**config.mk**
```make
export PLATFORM = sky130hd
export DESIGN_NAME = op_sel_pipe
export DESIGN_NICKNAME = d
export VERILOG_FILES = /design/src/rtl/op_sel_pipe.sv
export SDC_FILE = /design/constraint.sdc
export NUM_CORES = 1
export LEC_CHECK = 0
export BUFFER_PORTS_ARGS = -buffer_cell sky130_fd_sc_hd__buf_2
export CAP_MARGIN = 20
export CORE_MARGIN = 4
export CORE_UTILIZATION = 50
export DETAILED_ROUTE_END_ITERATION = 7
export HOLD_SLACK_MARGIN = 0.15
export PLACE_DENSITY = 0.75
export SYNTH_ARGS = -nofsm -noshare
export SYNTH_HDL_FRONTEND = slang
export SYNTH_SLANG_ARGS = --single-unit
```
**constraint.sdc**
```tcl
create_clock -name clk -period 3.7 [get_ports clk]
set_input_delay 0.555 -clock clk [delete_from_list [all_inputs] [get_ports clk]]
set_output_delay 0.555 -clock clk [all_outputs]
set_load 0.05 [all_outputs]
```
**src/rtl/op_sel_pipe.sv**
```systemverilog
// D->X pipeline register producing ALU operand and store/branch data selects,
// with forwarding from up to FWD_STAGES downstream producers and load-use detection.
module op_sel_pipe #(
  parameter int unsigned FWD_STAGES = 2,
  parameter int unsigned SEL_W      = $clog2(FWD_STAGES + 2)
) (
  input  logic             clk,
  input  logic             rst,
  input  logic             stall,
  input  logic             flush,
  input  logic [31:0]      d_inst,
  input  logic             d_valid,
  output logic [31:0]      x_inst,
  output logic             x_valid,
  output logic [SEL_W-1:0] x_a_sel,
  output logic [SEL_W-1:0] x_b_sel,
  output logic [SEL_W-1:0] x_rs2_sel,
  output logic             load_use
);

  localparam logic [6:0]  OpLui    = 7'h37;
  localparam logic [6:0]  OpAuipc  = 7'h17;
  localparam logic [6:0]  OpJal    = 7'h6f;
  localparam logic [6:0]  OpJalr   = 7'h67;
  localparam logic [6:0]  OpBranch = 7'h63;
  localparam logic [6:0]  OpLoad   = 7'h03;
  localparam logic [6:0]  OpStore  = 7'h23;
  localparam logic [6:0]  OpArithI = 7'h13;
  localparam logic [6:0]  OpArith  = 7'h33;
  localparam logic [31:0] Nop      = 32'h0000_0013;

  typedef struct packed {
    logic       valid;
    logic       wen;
    logic       is_load;
    logic [4:0] rd;
  } hist_t;

  hist_t hist_q [FWD_STAGES];
  hist_t hist_d [FWD_STAGES];
  hist_t hist_in;

  logic [31:0]      x_inst_q, x_inst_d;
  logic             x_valid_q, x_valid_d;
  logic [SEL_W-1:0] a_sel_q, a_sel_d;
  logic [SEL_W-1:0] b_sel_q, b_sel_d;
  logic [SEL_W-1:0] rs2_sel_q, rs2_sel_d;

  logic [6:0] opcode;
  logic [4:0] rs1, rs2, rd;
  logic       wen, uses_rs1, uses_rs2, uses_pc, is_arith, is_load;

  assign opcode = d_inst[6:0];
  assign rd     = d_inst[11:7];
  assign rs1    = d_inst[19:15];
  assign rs2    = d_inst[24:20];

  always_comb begin
    wen      = 1'b0;
    uses_rs1 = 1'b0;
    uses_rs2 = 1'b0;
    uses_pc  = 1'b0;
    is_arith = 1'b0;
    is_load  = 1'b0;
    case (opcode)
      OpLui:    wen = 1'b1;
      OpAuipc:  begin wen = 1'b1; uses_pc = 1'b1; end
      OpJal:    begin wen = 1'b1; uses_pc = 1'b1; end
      OpJalr:   begin wen = 1'b1; uses_rs1 = 1'b1; end
      OpBranch: begin uses_rs1 = 1'b1; uses_rs2 = 1'b1; uses_pc = 1'b1; end
      OpLoad:   begin wen = 1'b1; uses_rs1 = 1'b1; is_load = 1'b1; end
      OpStore:  begin uses_rs1 = 1'b1; uses_rs2 = 1'b1; end
      OpArithI: begin wen = 1'b1; uses_rs1 = 1'b1; end
      OpArith:  begin wen = 1'b1; uses_rs1 = 1'b1; uses_rs2 = 1'b1; is_arith = 1'b1; end
      default:  ;
    endcase
  end

  // Scan oldest to youngest so the youngest producer overwrites older matches.
  logic [SEL_W-1:0] rs1_fwd, rs2_fwd;
  always_comb begin
    rs1_fwd = '0;
    rs2_fwd = '0;
    for (int k = FWD_STAGES - 1; k >= 0; k--) begin
      if (hist_q[k].valid && hist_q[k].wen && rs1 != 5'd0 && hist_q[k].rd == rs1) begin
        rs1_fwd = SEL_W'(k + 2);
      end
      if (hist_q[k].valid && hist_q[k].wen && rs2 != 5'd0 && hist_q[k].rd == rs2) begin
        rs2_fwd = SEL_W'(k + 2);
      end
    end
  end

  logic m0_rs1, m0_rs2;
  assign m0_rs1 = hist_q[0].valid && hist_q[0].wen && rs1 != 5'd0 && hist_q[0].rd == rs1;
  assign m0_rs2 = hist_q[0].valid && hist_q[0].wen && rs2 != 5'd0 && hist_q[0].rd == rs2;

  assign load_use = d_valid && hist_q[0].is_load &&
                    ((m0_rs1 && uses_rs1) || (m0_rs2 && uses_rs2));

  always_comb begin
    x_inst_d  = x_inst_q;
    x_valid_d = x_valid_q;
    a_sel_d   = a_sel_q;
    b_sel_d   = b_sel_q;
    rs2_sel_d = rs2_sel_q;
    hist_d    = hist_q;
    hist_in   = '0;
    if (flush || (!stall && !d_valid)) begin
      x_inst_d  = Nop;
      x_valid_d = 1'b0;
      a_sel_d   = '0;
      b_sel_d   = '0;
      rs2_sel_d = '0;
    end else if (!stall) begin
      x_inst_d  = d_inst;
      x_valid_d = 1'b1;
      a_sel_d   = uses_pc ? SEL_W'(1) : (uses_rs1 ? rs1_fwd : '0);
      b_sel_d   = is_arith ? rs2_fwd : SEL_W'(1);
      rs2_sel_d = (uses_rs2 && !is_arith) ? rs2_fwd : '0;
      hist_in   = '{valid: d_valid, wen: wen, is_load: is_load, rd: rd};
    end
    // A flush still ages the history, pushing an empty slot.
    if (flush || !stall) begin
      hist_d[0] = hist_in;
      for (int k = 1; k < FWD_STAGES; k++) begin
        hist_d[k] = hist_q[k-1];
      end
    end
  end

  always_ff @(posedge clk or posedge rst) begin
    if (rst) begin
      x_inst_q  <= Nop;
      x_valid_q <= 1'b0;
      a_sel_q   <= '0;
      b_sel_q   <= '0;
      rs2_sel_q <= '0;
      for (int k = 0; k < FWD_STAGES; k++) begin
        hist_q[k] <= '0;
      end
    end else begin
      x_inst_q  <= x_inst_d;
      x_valid_q <= x_valid_d;
      a_sel_q   <= a_sel_d;
      b_sel_q   <= b_sel_d;
      rs2_sel_q <= rs2_sel_d;
      for (int k = 0; k < FWD_STAGES; k++) begin
        hist_q[k] <= hist_d[k];
      end
    end
  end

  assign x_inst    = x_inst_q;
  assign x_valid   = x_valid_q;
  assign x_a_sel   = a_sel_q;
  assign x_b_sel   = b_sel_q;
  assign x_rs2_sel = rs2_sel_q;

endmodule
```
==> metrics.csv <==
metric;value;unit
CTS H-Tree Depth;2;
Fin. Hold Viols;0;
# diodes;0;
Setup TNS Final;0;ps
Vias/cell;5.62;
CP max FO;4;
DRT antenna net count;0;
reg2reg start;hist_q[9];
Peak supply drop;0.280;mV
critical path data required time;3140;ps
worst reg-to-reg setup slack;2000;ps
synthesized cell area;2360;µm²
Non-Filler Instances;336;
worst slew pin tran;857;ps
DR pass1 iterations;4;
Hold Path Class;in2reg;
share of cells above drive strength 1;33.8;%
Root Buffer;clkbuf_8;
Reg-to-Reg End;x_a_sel[0];
final layout net count;320;
core area;4470;µm²
Clock Sinks;54;
CTS Hold Buffers Added;0;
critical path launch point type;flop;
Starting Density;52.9;%
total of max-cap violations;0;
clock-pin transition on the worst setup and hold timing paths;100;ps
P_leak;1.54;nW
Post-CTS Resized;0;
Period minus WS final;2640;ps
CTS Buf Count;5;
die height;76.8;µm
Slew HR;42.8;%
die area;5890;µm²
final WL;5410;µm
met3 routed WL;395;µm
Synth warnings;0;
Max Used Layer;met4;
WHS Endpoint;x_inst[27];
Met1 Wirelength;2450;µm
Avg Synthesized Cell Area;11.4;µm²
r2r worst-path depth;5;
Seq/Total Area, Yosys;57.3;%
Cell variety after synth;38;
Synth async-reset ratio;100;%
gr ovfl total;0;
vias;1887;
Die Wd;76.8;µm
largest cells by area after synthesis;dfrtp_1 (54%), a22o_1 (13%), nand2_1 (5.1%), xnor2_1 (4.4%), dfstp_2 (3.3%);
Synth Flop Type;dfrtp_1;
most common cell after layout, fill and taps aside;buf_2;
Setup CP Type;reg2out;
Crit. End Element;output pin;
initial antenna violation count;0;
CTS tree;built;
met2 wire length;2510;µm
largest net degree at the start of global routing;55;
Clock Latency Late Sink;310;ps
# DRC;0;
area grow syn2layout;24.6;%
global-route wire length before repair;9130;µm
wire per inst;16.1;µm
cells after synthesis;207;
leading area contributor after synthesis;dfrtp_1;
hold depth;2;
Fill cells;371;
I/O Buffers;76;
DPL Wire Length;3770;µm
RSZ-0062 raised after global routing;false;
hold path start;d_inst[27];
Yosys reg bits;54;
clk_skew;6.40;ps
run status;finished clean;
Initial DRC Count;108;
final setup violation count;0;
placed insts;325;
Multi-input gate area;963;µm²
Tot GR Track Use;19.3;%
FF/Latch Area;1360;µm²
Worst Path Arrival;2080;ps
Final Slew Violations;0;
number of flops mapped to enable cells by yosys;0;
Pwr Density;410;nW/µm²
clock buffer depth;2;
routability cong.;0.882;
Mapped Nets;244;
commonest non-fill, non-tap cells in the layout;buf_2 (76), dfrtp_1 (51), a22o_1 (35), nand2_1 (32), xnor2_1 (12);
vias in the first global route;1874;
Final Cycle Share;71.2;%
Post-CTS Setup Bufs;0;
Rows;24;
top-area cell type share of the netlist area;54.0;%
Hold Slack;461;ps
Max Fclk;379;MHz
I/O Pins;77;
==> stage by stage <==
step	utilization (%)	worst slack, ps	total power (W)	cell area, µm²
floorplan	-	1380	0.000753	2360
global placement	62.0	1160	0.000812	2780
detailed placement	62.0	1140	0.000814	2780
CTS	64.6	1040	0.00121	2890
global route	65.9	911	0.00126	2950
finish	65.9	1060	0.00121	2950
==> synth_stat cells (3+ instances only) <==
master / instances
dfrtp_1: 51
a22o_1: 35
nand2_1: 32
xnor2_1: 12
nor2_1: 11
xor2_1: 8
clkbuf_1: 7
nand4_1: 4
nor4_1: 4
buf_2: 3
dfstp_2: 3
nor3_1: 3
o21ai_0: 3
==> worst max-delay path by stage <==
| stage | startpoint | endpoint | cells after the start |
|---|---|---|---|
| 5_1_grt | hist_q[12] | load_use | 6 |
| 3_5_place_dp | d_inst[18] | load_use | 7 |
| 4_1_cts | hist_q[12] | load_use | 6 |
| 6_report | hist_q[12] | load_use | 6 |
| 2_1_floorplan | d_inst[18] | load_use | 5 |
| 3_3_place_gp | d_inst[18] | load_use | 7 |
==> layout make-up <==
cell class                 instances  share of cell area (%)
clock buffer                       5                    2.34
clock inverter                     3                    1.53
inverter                           1                   0.127
multi-input combinational        141                    32.7
sequential                        54                    46.0
tap                               52                    2.21
timing repair buffer              80                    15.1
==> logic make-up after synthesis <==
group | after synthesis | share of synthesized area (%)
xor+xnor | 20 | 7.41
simple gates | 69 | 14.1
flops | 54 | 57.3
compound gates | 52 | 18.8
buf+inv | 12 | 2.38
==> where the power goes <==
| group | total, W | internal [W] | switching (W) | leakage, nW |
|---|---|---|---|---|
| combinational | 0.000183 | 0.0000615 | 0.000121 | 0.759 |
| clock | 0.000399 | 0.000201 | 0.000197 | 0.0504 |
| sequential | 0.000626 | 0.000611 | 0.0000149 | 0.729 |
| total | 0.00121 | 0.000874 | 0.000333 | 1.54 |
==> flip-flops by register name (all words and copies together) (netlist names) <==
register	flops
x_valid	1
x_rs2_sel	2
x_b_sel	2
x_inst	32
hist_q	15
x_a_sel	2
==> metal layers <==
metal	track usage, %	up-vias
met4	6.16	0
met2	30.9	72
met5	0	-
met3	4.80	6
li1	-	907
met1	25.7	902
==> critical path, cell delays in order, from the launching register on <==
cell and delay [ps]:
dfrtp_1 440, xor2_1 180, nor4_1 290, nand4_1 190, a211oi_1 260, o211a_1 160, buf_2 260
Power figures use the tool's default switching activity.
